<file path="config.mk">
export PLATFORM = sky130hd
export DESIGN_NAME = mixcolumns_seq
export DESIGN_NICKNAME = d
export VERILOG_FILES = /design/src/rtl/aes_pkg.sv /design/src/rtl/mixcolumns_col.sv /design/src/rtl/mixcolumns_seq.sv
export SDC_FILE = /design/constraint.sdc
export NUM_CORES = 1
export LEC_CHECK = 0
export CELL_PAD_IN_SITES_DETAIL_PLACEMENT = 1
export CELL_PAD_IN_SITES_GLOBAL_PLACEMENT = 1
export CORE_UTILIZATION = 25
export DETAILED_ROUTE_END_ITERATION = 12
export PLACE_DENSITY_LB_ADDON = 0.1
export REMOVE_ABC_BUFFERS = 1
export SLEW_MARGIN = 20
export SYNTH_ARGS = -nofsm -noshare
export SYNTH_HDL_FRONTEND = slang
export SYNTH_SLANG_ARGS = --single-unit
</file>
<file path="constraint.sdc">
create_clock -name clk -period 4.5 [get_ports clk]
set_input_delay 0.9 -clock clk [delete_from_list [all_inputs] [get_ports clk]]
set_output_delay 0.9 -clock clk [all_outputs]
set_load 0.02 [all_outputs]
</file>
<file path="src/rtl/aes_pkg.sv">
// Shared AES column-transform types, FSM encoding and GF(2^8) multiply helpers.
// Multiplies are xtime chains over the AES polynomial 0x11b.
package aes_pkg;

  typedef logic [31:0] col_t;

  typedef enum logic [1:0] {StIdle, StRun, StDone} state_e;

  // Coefficients m0..m3 applied to a_r, a_(r+1), a_(r+2), a_(r+3).
  localparam logic [7:0] FwdCoef [4] = '{8'h02, 8'h03, 8'h01, 8'h01};
  localparam logic [7:0] InvCoef [4] = '{8'h0e, 8'h0b, 8'h0d, 8'h09};

  function automatic logic [7:0] xtime(input logic [7:0] a);
    return {a[6:0], 1'b0} ^ (a[7] ? 8'h1b : 8'h00);
  endfunction

  function automatic logic [7:0] gf_mul2(input logic [7:0] a);
    return xtime(a);
  endfunction

  function automatic logic [7:0] gf_mul3(input logic [7:0] a);
    return xtime(a) ^ a;
  endfunction

  function automatic logic [7:0] gf_mul9(input logic [7:0] a);
    return xtime(xtime(xtime(a))) ^ a;
  endfunction

  function automatic logic [7:0] gf_mul11(input logic [7:0] a);
    return xtime(xtime(xtime(a))) ^ xtime(a) ^ a;
  endfunction

  function automatic logic [7:0] gf_mul13(input logic [7:0] a);
    return xtime(xtime(xtime(a))) ^ xtime(xtime(a)) ^ a;
  endfunction

  function automatic logic [7:0] gf_mul14(input logic [7:0] a);
    return xtime(xtime(xtime(a))) ^ xtime(xtime(a)) ^ xtime(a);
  endfunction

  // Dispatch on a constant coefficient; synthesis folds the selection away.
  function automatic logic [7:0] gf_mul(input logic [7:0] a, input logic [7:0] m);
    case (m)
      8'h01:   return a;
      8'h02:   return gf_mul2(a);
      8'h03:   return gf_mul3(a);
      8'h09:   return gf_mul9(a);
      8'h0b:   return gf_mul11(a);
      8'h0d:   return gf_mul13(a);
      8'h0e:   return gf_mul14(a);
      default: return 8'h00;
    endcase
  endfunction

endpackage

</file>
<file path="src/rtl/mixcolumns_col.sv">
// Combinational MixColumns / InvMixColumns on a single 32-bit column.
// Byte r of the column sits at [31-8r -: 8].
module mixcolumns_col
  import aes_pkg::*;
(
  input  col_t col,
  input  logic inv,
  output col_t res
);

  logic [7:0] a [4];
  logic [7:0] bf;
  logic [7:0] bi;

  always_comb begin
    for (int r = 0; r < 4; r++) begin
      a[r] = col[31-8*r -: 8];
    end
  end

  always_comb begin
    res = '0;
    bf  = '0;
    bi  = '0;
    for (int r = 0; r < 4; r++) begin
      bf = '0;
      bi = '0;
      for (int j = 0; j < 4; j++) begin
        bf = bf ^ gf_mul(a[(r+j)%4], FwdCoef[j]);
        bi = bi ^ gf_mul(a[(r+j)%4], InvCoef[j]);
      end
      res[31-8*r -: 8] = inv ? bi : bf;
    end
  end

endmodule

</file>
<file path="src/rtl/mixcolumns_seq.sv">
// Column-serial AES MixColumns engine, forward or inverse per block, LANES columns
// per cycle between two valid/ready handshakes.
module mixcolumns_seq
  import aes_pkg::*;
#(
  parameter int unsigned LANES = 1
) (
  input  logic         clk,
  input  logic         rst_n,
  input  logic         in_valid,
  output logic         in_ready,
  input  logic         in_inv,
  input  logic [127:0] in_state,
  output logic         out_valid,
  input  logic         out_ready,
  output logic [127:0] out_state,
  output logic         busy
);

  localparam int unsigned NCYC = 4 / LANES;
  localparam int unsigned CW   = (NCYC > 1) ? $clog2(NCYC) : 1;

  if (LANES != 1 && LANES != 2 && LANES != 4) begin : g_bad_lanes
    $error("mixcolumns_seq: LANES must be 1, 2 or 4");
  end

  state_e            state_q;
  logic [CW-1:0]     cnt_q;
  logic              inv_q;
  col_t [3:0]        work_q;   // element 3 is column 0 (MSBs)
  col_t [3:0]        work_d;
  col_t              lane_in  [LANES];
  col_t              lane_out [LANES];

  function automatic logic [1:0] lane_col(input logic [CW-1:0] c, input int unsigned l);
    return 2'(c * LANES + l);
  endfunction

  for (genvar l = 0; l < LANES; l++) begin : g_lane
    mixcolumns_col u_col (
      .col (lane_in[l]),
      .inv (inv_q),
      .res (lane_out[l])
    );
  end

  always_comb begin
    for (int unsigned l = 0; l < LANES; l++) begin
      lane_in[l] = work_q[2'd3 - lane_col(cnt_q, l)];
    end
  end

  always_comb begin
    work_d = work_q;
    for (int unsigned l = 0; l < LANES; l++) begin
      work_d[2'd3 - lane_col(cnt_q, l)] = lane_out[l];
    end
  end

  // Accepting in DONE while the result drains gives zero-bubble back-to-back blocks.
  assign in_ready  = (state_q == StIdle) || ((state_q == StDone) && out_ready);
  assign out_valid = (state_q == StDone);
  assign busy      = (state_q != StIdle);
  assign out_state = work_q;

  always_ff @(posedge clk or negedge rst_n) begin
    if (!rst_n) begin
      state_q <= StIdle;
      cnt_q   <= '0;
      inv_q   <= 1'b0;
      work_q  <= '0;
    end else begin
      unique case (state_q)
        StIdle, StDone: begin
          if (in_valid && in_ready) begin
            work_q  <= in_state;
            inv_q   <= in_inv;
            cnt_q   <= '0;
            state_q <= StRun;
          end else if ((state_q == StDone) && out_ready) begin
            state_q <= StIdle;
          end
        end
        StRun: begin
          work_q <= work_d;
          cnt_q  <= cnt_q + 1'b1;
          if (cnt_q == CW'(NCYC - 1)) begin
            state_q <= StDone;
          end
        end
        default: state_q <= StIdle;
      endcase
    end
  end

endmodule

</file>
* Yosys cells after proc, flatten, opt, wreduce, memory -nomap -nowiden
Cells that the tools add are included.
W data, S select, Z words.
** Word-level totals
- Register bits :: 133
- Bits in latches :: 0
- Memory bits (writable) :: 0
- Memory bits (read-only) :: 0
- Input bits :: 133
- Output and inout bits :: 131
- Word-level logic and storage cells :: 121
- Memories :: 0
** Cells by class
- $add $sub $neg :: 2
- $mul :: 0
- Div/mod/pow operators :: 0
- Magnitude comparators :: 2
- Eq/ne operators :: 6
- Shift operators :: 0
- Mux-type cells :: 29
- Bitwise logic cells :: 64
- Reduce and logical (&&, ||, !) cells :: 11
** Operator list (count)
- $xor A8 B8 Y8 :: 63
- $pmux W128 S2 :: 1
- $bwmux W128 :: 1
- $mux W128 :: 1
- $bmux W32 S2 :: 1
- $demux W32 S2 :: 1
- $mux W32 :: 2
- $mux W5 :: 12
- $mux W8 :: 4
- $mux W2 :: 4
- $pmux W2 S2 :: 2
- $xor A8 B5 Y8 :: 1
- $reduce_and A2 Y1 :: 3
- $eq A2 B2 Y1 const B :: 2
- $ne A2 B2 Y1 const B :: 2
- $reduce_bool A2 Y1 :: 2
- $logic_and A1 B1 Y1 :: 3
- $lt A2 B3 Y1 const B :: 1
- $ne A3 B3 Y1 const B :: 1
- $add A2 B1 Y2 const B :: 1
- $eq A2 B1 Y1 const B :: 1
- $ge A2 B1 Y1 const B :: 1
- $logic_not A2 Y1 :: 1
- $reduce_or A2 Y1 :: 1
- 2 further kinds :: 2

* Longest topological paths before layout
Gate-level depths: netlist of the first run.
- Depth after elaboration :: 17
- Gate-level depth with buffers :: 13
- Depth with buffers taken out :: 8

* By module
From an unflattened synthesis of the first run, not the netlist that was laid out.
** Unflattened totals
- Cell total of the unflattened synthesis :: 1027
- Area total of the unflattened synthesis :: 10918.0 um^2
** By module, submodules not included
- mixcolumns_seq :: times used 1, cells an instance 757, area an instance 8438.1 um^2, seq. area each 3328.2 um^2
- mixcolumns_col :: times used 1, cells an instance 270, area an instance 2479.9 um^2, seq. area each 0.0 um^2

* Worst setup path before layout of the first run
Ideal clock, no wire load.
- Path kind :: register to register
- From :: reg cnt_q[0]
- To :: reg work_q, in the netlist out_state[12]
- Setup time :: 137 ps
- Arrival time :: 3118 ps
- Data required time :: 4363 ps
- Path slack :: 1245 ps
- Cell stages (with the launch flop) :: 10
- Path buffers :: 1
- Period minus slack after synthesis :: 3255 ps
- Path through :: dfrtp_1 -> buf_6 -> mux4_2 -> xor2_1 -> xnor3_2 -> xor2_2 -> xor3_1 -> nand2b_1 -> xnor3_1 -> a21oi_1
** Between the ends
- Cells in the longest elaborated chain, start to end :: 15
- Elaborated cells between the ends (all ways) :: 48
- Those cells by class :: 1 x add/sub; 2 x order compare; 18 x mux; 26 x bitwise; 1 x reduce/logical
** RTL lines
- start, declared :: line mixcolumns_seq.sv:28 : logic [CW-1:0] cnt_q;
- start signal, assigned :: line mixcolumns_seq.sv:86 : cnt_q <= cnt_q + 1'b1;
- $sub A2 B2 Y2 * :: line mixcolumns_seq.sv:49, mixcolumns_seq.sv:56
- $bmux W32 S2 :: line mixcolumns_seq.sv:49 : lane_in[l] = work_q[2'd3 - lane_col(cnt_q, l)];
- $mux W32 (implied by the code) :: line mixcolumns_seq.sv:49
- $xor A8 B8 Y8 :: line aes_pkg.sv:14 : return {a[6:0], 1'b0} ^ (a[7] ? 8'h1b : 8'h00);
- $mux W5 or $xor A8 B8 Y8 (tied branches) :: line aes_pkg.sv:14
- $xor A8 B8 Y8 or $mux W5 (tied branches) :: line aes_pkg.sv:14
- $xor A8 B8 Y8 :: line aes_pkg.sv:14
- $xor A8 B8 Y8 (on tied branches) (2 in a row) :: line aes_pkg.sv:38, aes_pkg.sv:30
- $xor A8 B8 Y8 (3 in a row) :: line mixcolumns_col.sv:30 : bi = bi ^ gf_mul(a[(r+j)%4], InvCoef[j]);
- $mux W8 :: line mixcolumns_col.sv:32 : res[31-8*r -: 8] = inv ? bi : bf;
- $bwmux W128 * :: line mixcolumns_seq.sv:56 : work_d[2'd3 - lane_col(cnt_q, l)] = lane_out[l];
- $pmux W128 S2 * :: line mixcolumns_seq.sv:73 : unique case (state_q)
- end signal, assigned :: line mixcolumns_seq.sv:76 : work_q <= in_state;
- end signal, assigned :: line mixcolumns_seq.sv:85 : work_q <= work_d;
- end, declared :: line mixcolumns_seq.sv:30 : col_t [3:0] work_q;
Every way passes the cells marked *; elsewhere a longest branch is shown, timed or not. The select of a mux whose other input is x is not followed.
A chain may end at the register's enable or synchronous reset.

* Worst setup path in the final report of the first run
- From :: reg cnt_q[0]
- To :: reg work_q, in the netlist out_state[109]
** Between the ends
- Cells in the longest elaborated chain, start to end :: 15
- Elaborated cells between the ends (all ways) :: 45
- Those cells by class :: 1 x add/sub; 2 x order compare; 15 x mux; 26 x bitwise; 1 x reduce/logical
** RTL lines (line)
- $sub A2 B2 Y2 * :: mixcolumns_seq.sv:49, mixcolumns_seq.sv:56
- $bmux W32 S2 :: mixcolumns_seq.sv:49
- $mux W32 (implied by the code) :: mixcolumns_seq.sv:49
- $mux W5 or $xor A8 B8 Y8 (tied branches) :: aes_pkg.sv:14
- $xor A8 B8 Y8 or $mux W5 (tied branches) :: aes_pkg.sv:14
- $xor A8 B8 Y8 (2 in a row) :: aes_pkg.sv:14
- $xor A8 B8 Y8 (on tied branches) (2 in a row) :: aes_pkg.sv:38, aes_pkg.sv:30
- $xor A8 B8 Y8 (3 in a row) :: mixcolumns_col.sv:30
- $mux W8 :: mixcolumns_col.sv:32
- $bwmux W128 * :: mixcolumns_seq.sv:56
- $pmux W128 S2 * :: mixcolumns_seq.sv:73
Marked as above.

==> metrics, run 1 <==
status completed; Initial Utilization between 20% and 30%; Synth area leaders dfrtp_1 37%, xnor2_1 15%, mux4_2 8.1%, a22oi_1 6.7%, o21ai_0 4.0%; wl on met1 17100 um; hold crit path type reg -> reg; Ant. Diodes 0; residual overflow from global routing 0; boundary pin count ~260; Pre-antenna DRT Iters 5; Area Growth Syn to Fin 40.9%; Setup crit start kind flop; clock sink count 133; max frequency around 250 MHz; Die Y 191 um; Clock Path Buffers 2; Mapped Area a little under 0.009 mm^2; Synth async-reset ratio between 90% and 100%; commonest cells after routing, fill and taps aside 262 x clkdlybuf4s50_1, 154 x xnor2_1, 131 x dfrtp_1; top layer used by detailed routing met4; Max Clock Skew approximately 0.015 ns; core footprint between 0.03 and 0.04 mm^2; Yosys Warn Count 0; post-synthesis average cell area 10.9 um^2; Met2 Wirelength between 15000 and 20000 um; CTS tree built; metal3 WL 1560 um; Final setup viols 0; Routed Antenna Nets 0; I/O Buffers 263; area share of the largest cell type after synthesis a little under two fifths; Yosys top cell by area dfrtp_1; layout net count approximately 1200; commonest non-fill, non-tap cell in the layout clkdlybuf4s50_1; Max Cap Viol 0; CTS H-tree depth 4; pin count of the biggest net entering global routing between 100 and 150; GRT Util Overall approximately a fifth; Post-DP HPWL between 20000 and 30000 um; period utilisation layout between 80% and 90%; count of different cell masters after synthesis 40; Post-synth EDFFs 0; setup_tns 0 ns; root buf cell clkbuf_16; first-pass GRT wire length between 50000 and 60000 um; Max Slew Vio Count 0; cts-stage hold buffer count 0; number of vias per cell just under 5; Hold Fails Final Rpt 0; wire length per cell around 24 um; dpl cells around 1500; slew margin rel. between 20 and 30%; post-CTS resize count 0; share of cells above drive strength 1 roughly a tenth; clock-pin slew on the worst setup and hold paths about 0.060 ns; chip width between 150 and 200 um; Synth Register Bits 133; clk_lat worst skew about 0.43 ns; sequential fraction of the synthesis area a little under two fifths; slew of the pin with the lowest slew margin 1.07 ns; most common flop cell mapped by yosys dfrtp_1; total wire length between 30000 and 40000 um; non-filler cells in the finished layout 1519; fin crit period roughly 3.9 ns; Cells after Synth 817; first-iteration detailed-routing DRC count 428; Critical Setup Path Class reg -> reg; DRC 0; setup bufs post-CTS 0; crit-path max FO 15; crit end category flop; vias in the first global route 7995; RSZ-0062 raised after global routing no; die area about 0.036 mm^2; initial antenna violation count 0; num rows a little under 70; critical path required time roughly 4.8 ns; CP arrival approximately 4.2 ns; CTS Buf Count 17; routed via count around 7500; Routability Congestion between 0.8 and 0.9
[routing by layer]
metal | vias to the layer above | GRT usage, %
met5 | - | 0
met4 | 0 | 2.77
met3 | 11 | 3.09
met2 | 221 | 32.4
met1 | 3830 | 28.6
li1 | 3434 | -
[worst max-delay path, stage by stage, from the launching register on]
cell	delay, ns
dfrtp_2	0.71
mux4_2	0.79
xor2_2	0.48
xnor3_2	0.58
xor2_1	0.20
xnor2_1	0.18
or2_1	0.25
a31oi_1	0.41
o21ai_0	0.16
[cells in the mapped netlist (12+ instances only)]
cell	count
clkbuf_1	43
a22oi_1	80
xnor3_1	15
a221o_1	14
o21ai_0	72
nand2_1	19
xnor2_1	154
dfrtp_1	133
and3_1	23
o22ai_1	12
nor2_1	14
a21oi_1	47
mux4_2	32
xor2_1	35
o21ai_1	35
[sequential cells by signal (all words and copies together), names as in the netlist]
signal,flops
out_state,128
cnt_q,2
state_q,2
inv_q,1
[logic make-up after synthesis]
| family | synth area share, % |
|---|---|
| buffers and inverters | 4.43 |
| XOR/XNOR | 26.3 |
| AO/OA/AOI/OAI | 18.1 |
| AND/OR/NAND/NOR | 4.68 |
| multiplexers | 8.55 |
| adder cells (fa/ha/maj) | 0.562 |
| flip-flops | 37.4 |
[per-stage QoR]
step	area, um^2	hold slack, ns	utilization (%)	setup WS, ns
after floorplan	8530	0.507	-	-0.524
after global placement	12000	0.524	34.4	0.436
after detailed placement	12000	0.532	34.4	0.424
after CTS	12500	0.545	36.0	0.421
after global routing	12500	0.580	36.0	0.232
final	12500	0.542	36.0	0.553
[area by class of cell]
cell class | instances | area (um^2)
flip-flops and latches | 133 | 3330
clock buffers | 18 | 429
inverters | 6 | 22.5
clock inverters | 13 | 151
fillers | 3799 | 22300
repair buffers | 286 | 2820
well taps | 455 | 569
multi-input cells | 608 | 5220
[worst paths after layout]
| path | slack (ns) | depth (start not counted) | endpoint | start |
|---|---|---|---|---|
| setup / recovery | 0.55 | 8 | out_state[109] | cnt_q[0] |
| hold / removal | 0.54 | 2 | out_state[94] | out_state[94] |
| setup reg to reg | 0.55 | 8 | out_state[109] | cnt_q[0] |
| hold reg to reg | 0.54 | 2 | out_state[94] | out_state[94] |
| max in group asynchronous | 2.96 | 2 | out_state[108] | rst_n |
| min in group asynchronous | 0.58 | 1 | out_state[98] | rst_n |
Power of run 1 is left out: the tool's default activity adds up to more than one toggle a clock period on the data nets, which glitch-free logic cannot reach.
==> run 2: changes to the inputs <==
--- a/config.mk
+++ b/config.mk
@@ -7,6 +7,7 @@
 export LEC_CHECK = 0
 export CELL_PAD_IN_SITES_DETAIL_PLACEMENT = 1
 export CELL_PAD_IN_SITES_GLOBAL_PLACEMENT = 1
+export CORE_MARGIN = 4
 export CORE_UTILIZATION = 25
 export DETAILED_ROUTE_END_ITERATION = 12
 export PLACE_DENSITY_LB_ADDON = 0.1
==> run 2 against run 1 <==
Count of clock-buffer cells in the layout increased by 1. Highest routed layer unchanged. Register-to-register slack got worse by 0.10 ns. First-iteration DRC count decreased by 14%. Largest cell class unchanged. Clock skew decreased by 0.0045 ns.
==> metrics, run 2 (same netlist as run 1, synthesis figures left out) <==
status completed; final setup slack of the worst path 0.449 ns (-0.104 ns); commonest cells after routing, fill and taps aside 262 x clkdlybuf4s50_1, 154 x xnor2_1, 131 x dfrtp_1; Pre-antenna DRT Iters 4 (-1); Met2 Wirelength 18000 um (+6.1%); Max Cap Viol 0 (unchanged); period utilisation layout 90.0% (+2.3 points); CTS tree built; total wire length 37200 um (+3.8%); boundary pin count 264 (unchanged); share of cells above drive strength 1 11.0% (+0.33 points); crit end category flop; CTS Buf Count 17 (unchanged); number of vias per cell 4.92 (-0.38%); metal3 WL 1630 um (+4.4%); Routability Congestion 0.804 (-0.24%); dpl cells 1491 (+0.20%); Routed Antenna Nets 0 (unchanged); hold crit path type in -> async; post-CTS resize count 0 (unchanged); Initial Utilization 25.6% (unchanged); final hold slack 0.439 ns (-0.103 ns); GRT Util Overall 19.2% (-0.77 points); Final setup viols 0 (unchanged); layout net count 1192 (+0.25%); CP arrival 4.33 ns (+0.13 ns); first-iteration detailed-routing DRC count 369 (-14%); area taken by flip-flops and latches 0.00333 mm^2 (unchanged); clock-pin slew on the worst setup and hold paths 0.07 ns (about the same); cts-stage hold buffer count 0 (unchanged); top layer used by detailed routing met4; Clock Path Buffers 2 (unchanged); pin count of the biggest net entering global routing 75 (-30%); Post-DP HPWL 27900 um (+2.4%); Area Growth Syn to Fin 41.2%; RSZ-0062 raised after global routing no; pre-CTS WS 0.380 ns (-0.0442 ns); setup_tns 0 ns (unchanged); slew of the pin with the lowest slew margin 0.939 ns (-0.136 ns); max reg flops 128 (unchanged); DRC 0 (unchanged); Critical Setup Path Class reg -> reg; commonest non-fill, non-tap cell in the layout clkdlybuf4s50_1; Hold Fails Final Rpt 0 (unchanged); fin crit period 4.05 ns (+0.104 ns); die area 0.0387 mm^2 (+6.4%); non-filler cells in the finished layout 1523 (+0.26%); slew margin rel. 37.4% (+9.2 points); root buf cell clkbuf_16; vias in the first global route 8529 (+6.7%); Max Clock Skew 0.0108 ns (-0.00453 ns); routed via count 7487 (-0.12%); Fillers 3834 (+0.92%); wl on met1 17300 um (+1.1%); critical path required time 4.78 ns (+0.02 ns); residual overflow from global routing 0 (unchanged); clock sink count 133 (unchanged); first-pass GRT wire length 56700 um (+5.4%); setup bufs post-CTS 0 (unchanged); wire length per cell 24.4 um (+3.5%); num rows 68 (unchanged); I/O Buffers 263 (unchanged); initial antenna violation count 0 (unchanged); chip width 197 um (+3.1%); CTS H-tree depth 4 (unchanged); Die Y 197 um (+3.1%); Setup crit start kind flop; Ant. Diodes 0 (unchanged); clk_lat worst skew 0.43 ns (about the same); core footprint 0.0348 mm^2 (unchanged); crit-path max FO 13 (-2); Max Slew Vio Count 0 (unchanged); max frequency 247 MHz (-2.6%); Multi-input gate area 0.00520 mm^2 (-0.29%)
## run 2: final timing paths
check                                    from             end  slack (ns)  cells past startpoint
max in group asynchronous               rst_n   out_state[36]        3.20                      2
min in group clk                out_state[73]   out_state[73]        0.54                      2
worst max-delay path                 cnt_q[0]  out_state[109]        0.45                      9
worst max register to register       cnt_q[0]  out_state[109]        0.45                      9
worst min register to register  out_state[73]   out_state[73]        0.54                      2
worst min-delay path                    rst_n   out_state[81]        0.44                      1
## run 2: cell type report
class	count	area share [%]
Clock buffer	19	3.52
Timing Repair Buffer	289	22.7
Sequential cell	133	26.5
Tap cell	455	4.53
Inverter	6	0.179
Multi-Input combinational cell	608	41.4
Clock inverter	13	1.19
## run 2: critical path: stages, from the launching register on
cell     delay (ns)
dfrtp_2        0.73
buf_4          0.28
mux4_2         0.69
xor2_2         0.41
xnor3_2        0.55
xor2_1         0.25
xnor2_1        0.17
or2_1          0.26
a31oi_1        0.39
o21ai_0        0.17
## run 2: routing by layer
layer,vias up,GRT usage [%]
met3,10,3.54
met1,3840,26.8
met5,-,0
met4,0,3.00
li1,3438,-
met2,199,32.1
## run 2: per-stage QoR
step | utilization [%] | cell area (um^2)
after floorplan | - | 8530
after global placement | 34.4 | 12000
after detailed placement | 34.4 | 12000
after CTS | 36.1 | 12600
after global routing | 36.1 | 12600
final | 36.1 | 12600
Power of run 2 is left out for the same reason.
